--- src/rtl/code_sequencer.sv ---
// Code-line sequencer for the training controller: holds a small (op, layer) program
// and steps through it under the controller's count_reset / code_active / code_reset requests.
module code_sequencer #(
   parameter int OP_SIZE     = 4,
   parameter int PROG_DEPTH  = 8,
   parameter int EPOCH_COUNT = 3
) (
   input  logic               clk,
   input  logic               reset,
   input  logic               prog_we,
   input  logic [7:0]         prog_addr,
   input  logic [OP_SIZE-1:0] prog_op,
   input  logic [31:0]        prog_arg,
   input  logic [7:0]         prog_len,
   input  logic               start,
   input  logic               count_reset,
   input  logic               code_active,
   input  logic               code_reset,
   output logic [OP_SIZE-1:0] op,
   output logic [31:0]        code_count,
   output logic [31:0]        code_index,
   output logic               enable,
   output logic               busy,
   output logic               done,
   output logic [31:0]        epoch_left
);

   localparam int          PC_W    = (PROG_DEPTH > 1) ? $clog2(PROG_DEPTH) : 1;
   localparam logic [8:0]  DEPTH_L = 9'(PROG_DEPTH);
   localparam logic [31:0] EPOCHS  = (EPOCH_COUNT == 0) ? 32'd1 : 32'(EPOCH_COUNT);

   typedef enum logic [1:0] {
      S_IDLE = 2'd0,
      S_RUN  = 2'd1,
      S_DONE = 2'd2
   } state_t;

   state_t            r_state;
   state_t            w_state_nxt;
   logic [PC_W-1:0]   r_pc;
   logic [PC_W-1:0]   w_pc_nxt;
   logic [31:0]       r_code_count;
   logic [31:0]       w_count_nxt;
   logic [31:0]       r_epoch_left;
   logic [31:0]       w_epoch_nxt;
   logic [8:0]        r_len;
   logic [8:0]        w_len_nxt;
   logic              w_wr_ok;
   logic              w_last_line;
   logic              w_run;

   logic [OP_SIZE-1:0] r_prog_op  [PROG_DEPTH];
   logic [31:0]        r_prog_arg [PROG_DEPTH];

   assign w_run       = (r_state == S_RUN);
   assign w_wr_ok     = prog_we && !w_run && ({1'b0, prog_addr} < DEPTH_L);
   assign w_last_line = ({{(9 - PC_W){1'b0}}, r_pc} == (r_len - 9'd1));

   // Program store is deliberately left out of reset so a reload is not needed after reset.
   always_ff @(posedge clk) begin
      if (w_wr_ok) begin
         r_prog_op[prog_addr[PC_W-1:0]]  <= prog_op;
         r_prog_arg[prog_addr[PC_W-1:0]] <= prog_arg;
      end
   end

   always_comb begin
      w_state_nxt = r_state;
      w_pc_nxt    = r_pc;
      w_count_nxt = r_code_count;
      w_epoch_nxt = r_epoch_left;
      w_len_nxt   = r_len;
      case (r_state)
         S_IDLE, S_DONE: begin
            if (start && (prog_len != 8'd0)) begin
               w_state_nxt = S_RUN;
               w_pc_nxt    = '0;
               w_count_nxt = 32'd0;
               w_epoch_nxt = EPOCHS;
               w_len_nxt   = ({1'b0, prog_len} > DEPTH_L) ? DEPTH_L : {1'b0, prog_len};
            end
         end
         S_RUN: begin
            // code_reset outranks the line-advance request raised in the same cycle.
            if (code_reset) begin
               w_pc_nxt    = '0;
               w_count_nxt = 32'd0;
               if (r_epoch_left == 32'd1) begin
                  w_state_nxt = S_DONE;
                  w_epoch_nxt = 32'd0;
               end else begin
                  w_epoch_nxt = r_epoch_left - 32'd1;
               end
            end else if (count_reset) begin
               w_count_nxt = 32'd0;
               if (code_active) begin
                  w_pc_nxt = w_last_line ? '0 : r_pc + 1'b1;
               end
            end else if (r_code_count != 32'hFFFF_FFFF) begin
               w_count_nxt = r_code_count + 32'd1;
            end
         end
         default: w_state_nxt = S_IDLE;
      endcase
   end

   always_ff @(posedge clk) begin
      if (reset) begin
         r_state      <= S_IDLE;
         r_pc         <= '0;
         r_code_count <= 32'd0;
         r_epoch_left <= 32'd0;
         r_len        <= 9'd0;
      end else begin
         r_state      <= w_state_nxt;
         r_pc         <= w_pc_nxt;
         r_code_count <= w_count_nxt;
         r_epoch_left <= w_epoch_nxt;
         r_len        <= w_len_nxt;
      end
   end

   assign enable     = w_run;
   assign busy       = w_run;
   assign done       = (r_state == S_DONE);
   assign op         = w_run ? r_prog_op[r_pc] : '0;
   assign code_index = w_run ? r_prog_arg[r_pc] : 32'd0;
   assign code_count = r_code_count;
   assign epoch_left = r_epoch_left;

endmodule

--- config.mk ---
export PLATFORM = sky130hd
export DESIGN_NAME = code_sequencer
export DESIGN_NICKNAME = d
export VERILOG_FILES = /design/src/rtl/code_sequencer.sv
export SDC_FILE = /design/constraint.sdc
export NUM_CORES = 1
export LEC_CHECK = 0
export ABC_AREA = 0
export BUFFER_PORTS_ARGS = -buffer_cell sky130_fd_sc_hd__buf_4
export CAP_MARGIN = 5
export CORE_MARGIN = 2
export CORE_UTILIZATION = 63
export DETAILED_ROUTE_END_ITERATION = 10
export PLACE_DENSITY = 0.95
export SLEW_MARGIN = 20
export SYNTH_ARGS = -nofsm -noshare
export SYNTH_HDL_FRONTEND = slang
export SYNTH_SLANG_ARGS = --single-unit
--- constraint.sdc ---
create_clock -name clk -period 6.3 [get_ports clk]
set_clock_uncertainty 0.1 [all_clocks]
set_input_delay 0.63 -clock clk [delete_from_list [all_inputs] [get_ports clk]]
set_output_delay 0.63 -clock clk [all_outputs]
set_load 0.02 [all_outputs]
[Yosys cells after proc, flatten, opt, wreduce, memory -nomap -nowiden]
Memory sizes are Yosys's and may differ from the RTL's. A register that Yosys moved wholly into a read port is not among the register bits.
Index checks and enable logic that the tools add are counted.
Operators by class
  reduce and logical (&&, ||, !) cells: 13
  multipliers: 0
  multiplexer cells: 28
  order comparisons: 2
  divide/modulo/power cells: 0
  $add $sub $neg: 4
  equal/unequal tests: 11
  bitwise logic cells: 0
  shift operators: 0
Operators by type and width (count)
  $mux W32: 8
  $pmux W32 S2: 2
  $add A32 B1 Y32 const B: 1
  $eq A32 B1 Y1 const B: 1
  $ne A32 B32 Y1 const B: 1
  $sub A32 B1 Y32 const B: 1
  $mux W3: 9
  $eq A3 B9 Y1: 1
  $reduce_and A3 Y1: 3
  $sub A9 B1 Y9 const B: 1
  $gt A8 B4 Y1 const B: 1
  $lt A8 B4 Y1 const B: 1
  $mux W8: 1
  $reduce_bool A8 Y1: 1
  $mux W2: 3
  $ne A3 B3 Y1 const B: 2
  $pmux W3 S2: 1
  $mux W4: 1
  $ne A2 B2 Y1 const B: 2
  $ne A4 B3 Y1 const B: 1
  $pmux W2 S2: 1
  $reduce_and A4 Y1: 1
  $add A3 B1 Y3 const B: 1
  $logic_and A1 B1 Y1: 3
  9 further kinds: 10
Storage, ports and cells
  register bits after elaboration: 78
  latch bits: 0
  RAM bits: 288
  ROM bits: 0
  output and inout port bits: 103
  logic and storage cells: 65
  bits of input ports: 59
  memories kept: 2
Memories
  r_prog_arg: depth 8, width 32, read ports 1, clocked after memory_dff 1, write ports 1, RTL line 53  | logic [31:0] r_prog_arg [PROG_DEPTH];
  r_prog_op: depth 8, width 4, read ports 1, clocked after memory_dff 1, write ports 1, RTL line 52  | logic [OP_SIZE-1:0] r_prog_op [PROG_DEPTH];

[Logic depth before layout (Yosys ltp)]
  depth after elaboration: 9
  mapped depth: 8
  depth with buffers taken out: 7

[Least setup slack after synthesis]
No wires, ideal clock.
  path type: input to register
  start: in prog_addr[6]
  end: mem r_prog_arg[1][0] (enable)
  slack: 2074 ps
  stages: 3
  arrival time: 3652 ps
  required time: 5726 ps
  buffers on the path: 0
  setup time: 474 ps
  cells stage by stage: nor4_1 > nand4_1 > nor3_1
On the way
  word-level cells in the longest chain between the ends: 4
RTL lines
  from (decl): RTL line 11  | input logic [7:0] prog_addr,
  $lt A8 B4 Y1: RTL line 56  | assign w_wr_ok = prog_we && !w_run && ({1'b0, prog_addr} < DEPTH_L);
  $logic_and A1 B1 Y1: RTL line 56
  $mux W1: RTL line 61  | if (w_wr_ok) begin
  $mux W1 (implied by the code): RTL line 63  | r_prog_arg[prog_addr[PC_W-1:0]] <= prog_arg;
  to (decl): RTL line 53
Every way passes these cells.

==> summary.txt <==
CTS
  • CTS tree: done
  • Sinks on Clock Net: 368
  • CTS Root Cell: clkbuf_16
  • Clock latency on the worst-skew pair: 0.52 ns
  • Post-CTS sizing: 0
  • CTS buffer count: 36
  • CTS clk-pin slew, worst paths: 0.06 ns
  • CTS Buffer Depth: 3
  • # H-tree levels: 2
  • Postcts setup bufs: 0
  • Hold Buf Count CTS: 0

GRT
  • Met3 Usage GRT: 4.09%
  • Grt met2 use: 50.2%
  • Most Crowded Layer GR: met2
  • Global-route wire length before repair: 54.6 mm
  • Total GRT Usage: 28.0%
  • Vias in the first global route: 9,517
  • Largest net degree at the start of global routing: 53
  • GRT overflow: 0
  • Initial antenna violation count: 1
  • Met1 usage in global routing: 35.4%

Yosys
  • Synthesized instance count: 968
  • Synth Cell Area: 0.0152 mm^2
  • Yosys cell types: 62
  • Syn nets: 1,032
  • Most area-consuming cells after synthesis: edfxtp_1, mux4_2, dfxtp_1, mux2i_1, nor2_1
  • Ys async rst share: 0%
  • Synth warn: 0
  • Seq/Total Area, Yosys: 67.3%
  • EDFF count, synth: 288
  • Ys flop type: edfxtp_1
  • Area leader, netlist: edfxtp_1
  • Share of the synthesized area in the top cell type: 56.8%
  • Register bit total from synthesis: 368
  • Avg Cell Area, Syn: 15.7 um^2

Worst setup path
  • Worst setup path endpoint: code_index[6]
  • Worst R2R End: epoch_left[28]
  • R2R Setup Slk: 3.17 ns
  • CP max FO: 51
  • Critical path class: reg -> out
  • Critical Path AT: 3.20 ns
  • Worst setup EP type: primary output
  • Required time of the worst setup path: 5.57 ns
  • Reg2reg start: r_state[1]
  • Crit path launch type: flop
  • Reg2Reg Depth: 7

Pwr
  • Sequential Power Share: 50.4%
  • Comb pwr share: 10.5%
  • Leak: 5.92 nW
  • Net switching power: 1.29 mW
  • Switching Share: 24.2%
  • Internal: 4.06 mW
  • Clock power frac: 39.1%
  • Pwr dens: 299 mW/mm^2
  • VDD IR-drop max: 312 uV

Timing
  • Final Hold Viols: 0
  • Min setup slack post-route: 2.37 ns
  • Max Clock Freq: 254 MHz
  • Slew Limit Fails: 0
  • RSZ-0062 raised after global routing: false
  • Fin Setup TNS: 0 ns
  • Least-Margin Pin Slew: 1.02 ns
  • Final setup fails: 0
  • Relative slew margins: 31.8%
  • Final period utilization: 62.5%
  • Tmin final: 3.93 ns

Floorplanning
  • Core area: 0.0236 mm^2
  • Ports: 162
  • Initial core utilization: 64.5%
  • Row count: 56
  • Die Y: 159 um
  • Die X: 159 um
  • Die ar.: 0.0254 mm^2

Placed design
  • DP Wirelength: 19.7 mm
  • Setup WS pre-CTS: 2.85 ns
  • Port bufs: 161
  • GPL Wtd Cong: 0.888

Finish
  • Share of layout cells above drive strength 1: 28.7%
  • Area grow syn2layout: 17.6%
  • # nets final: 1,192

Route
  • Routed WL: 35.6 mm
  • DRC violations left: 0
  • Starting DRC count in detailed routing: 1,015
  • Wire per inst: 24.2 um
  • DR vias/cell: 6.54
  • Drt pass-1 iters: 5
  • Via count: 9,647
  • Antenna viol nets, final: 0

Outcome
  • Status: completed

Flow run
  • MaxCap Viol Count: 0

Hold path
  • Hold Path Class: in -> reg
## cell type report
cell class                      instances  area (um^2)
Multi-Input combinational cell        531         4720
Tap cell                              319          399
Fill cell                            1303         5710
Inverter                               15         56.3
Clock inverter                         22          213
Sequential cell                       368        10300
Timing Repair Buffer                  176         1330
Antenna cell                            1         2.50
Clock buffer                           43          937
## placed cells by master, fill, tap and decap left out, types with 4 or more instances in the layout
cell       synthesis  final
nor2_1            74     67
clkbuf_1          27      6
and3_1             8      8
nor2_4             1      7
o21ai_0           18     18
o31ai_1           21     21
xor2_1             8      8
o2111ai_1          8      8
edfxtp_1         288    288
a31oi_1           11     11
nor4_1             6      6
xnor2_1            9      9
nand3b_1           4      4
mux2i_1           39     39
clkinv_1           0      8
mux4_2            72     72
a2111oi_0          4      4
nand2b_1           5      4
or4_1             30     30
nand4b_1           4      4
nand4_1           10     10
a41oi_1            4      4
buf_4              5    175
nor3_1            11      9
ha_1               5      5
inv_1             15     15
a21oi_1           39     39
dfxtp_1           80     77
o211ai_1          12     12
nand3_1           19     19
and2_1             4      4
nand2_1           37     37
clkbuf_16          0     36
or3_1             18     18
a211oi_1           4      4
and4_1             5      5
clkinv_2           0      7
## kinds of logic (layout without fill, tap and decap cells)
logic type / Yosys count / after routing / share of synthesized area (%)
compound gates: 145 / 145 / 6.67
other cells: 0 / 1 / 0
flops: 368 / 368 / 67.3
xor+xnor: 17 / 17 / 0.978
simple gates: 253 / 253 / 9.21
fa+ha+maj: 5 / 5 / 0.411
mux: 111 / 111 / 13.2
buf+inv: 69 / 256 / 2.17
## power groups by stage
stage	combinational [mW]	clock, mW	sequential, mW
3_5_place_dp	0.545	0	2.75
3_3_place_gp	0.527	0	2.74
4_1_cts	0.553	2.12	2.70
2_1_floorplan	0.336	0	2.77
6_report	0.561	2.09	2.70
5_1_grt	0.605	2.21	2.70
## cells in the mapped netlist, types with 3 or more instances
cell type  count
mux2i_1       39
buf_4          5
a211oi_1       4
o211ai_1      12
nand4b_1       4
and2_1         4
ha_1           5
nand2_1       37
o31a_1         3
dfxtp_1       80
inv_1         15
nand2b_1       5
nor2_1        74
or3_1         18
nor3_1        11
o211ai_2       3
or2_2          3
and4_1         5
o41ai_1        3
o2111ai_1      8
buf_6          5
a2111oi_0      4
o21ai_0       18
buf_2         12
xor2_1         8
a21oi_1       39
nand3b_1       4
a41oi_1        4
and3_1         8
nand3_1       19
nor2b_1        3
xnor2_1        9
nand4_1       10
nor4_1         6
clkbuf_1      27
edfxtp_1     288
or4_1         30
nor4_2         3
a31oi_1       11
buf_1          5
o31ai_1       21
mux4_2        72
## sequential cells by signal, summed over array words and instances, names as in the netlist, named ones only
name	count
r_prog_arg	256
epoch_left	32
r_prog_op	32
r_pc	3
r_state	2
r_len	8
code_count	32
## through the flow
stage               hold WS, ns  area (um^2)  std cells  utilization, %  total power [mW]
floorplan                 0.321        15200        968               -              3.10
global placement          0.334        16700       1408            70.9              3.27
detailed placement        0.349        16700       1408            70.9              3.29
CTS                       0.206        17900       1473            75.8              5.37
global route              0.213        17900       1475            75.8              5.52
finish                    0.221        17900       1475            75.8              5.35
## metal layers
| metal | wire length, um | up-vias | share of wire (%) |
|---|---|---|---|
| met5 | 0 | - | 0 |
| met4 | 791 | 0 | 2.2 |
| met3 | 2390 | 65 | 6.7 |
| met2 | 19100 | 502 | 54 |
| met1 | 13300 | 4851 | 37 |
| li1 | - | 4229 | - |
## critical path, cell delays in order, from the launching register on
cell     delay, ns
dfxtp_4       1.01
buf_4         0.56
mux4_2        0.60
mux2i_1       0.19
nor2_1        0.09
buf_4         0.20
## how the worst min path moves through the flow
stage,startpoint,end,slack [ns],cells past startpoint
after CTS,prog_arg[14],r_prog_arg[2][14],0.21,1
after global routing,prog_arg[14],r_prog_arg[3][14],0.21,1
after detailed placement,r_len[5],r_len[5],0.35,1
after floorplan,r_len[7],r_len[7],0.32,1
after global placement,r_len[7],r_len[7],0.33,1
final,prog_arg[14],r_prog_arg[2][14],0.22,1
Note: power is estimated with default switching activity, not from simulation.
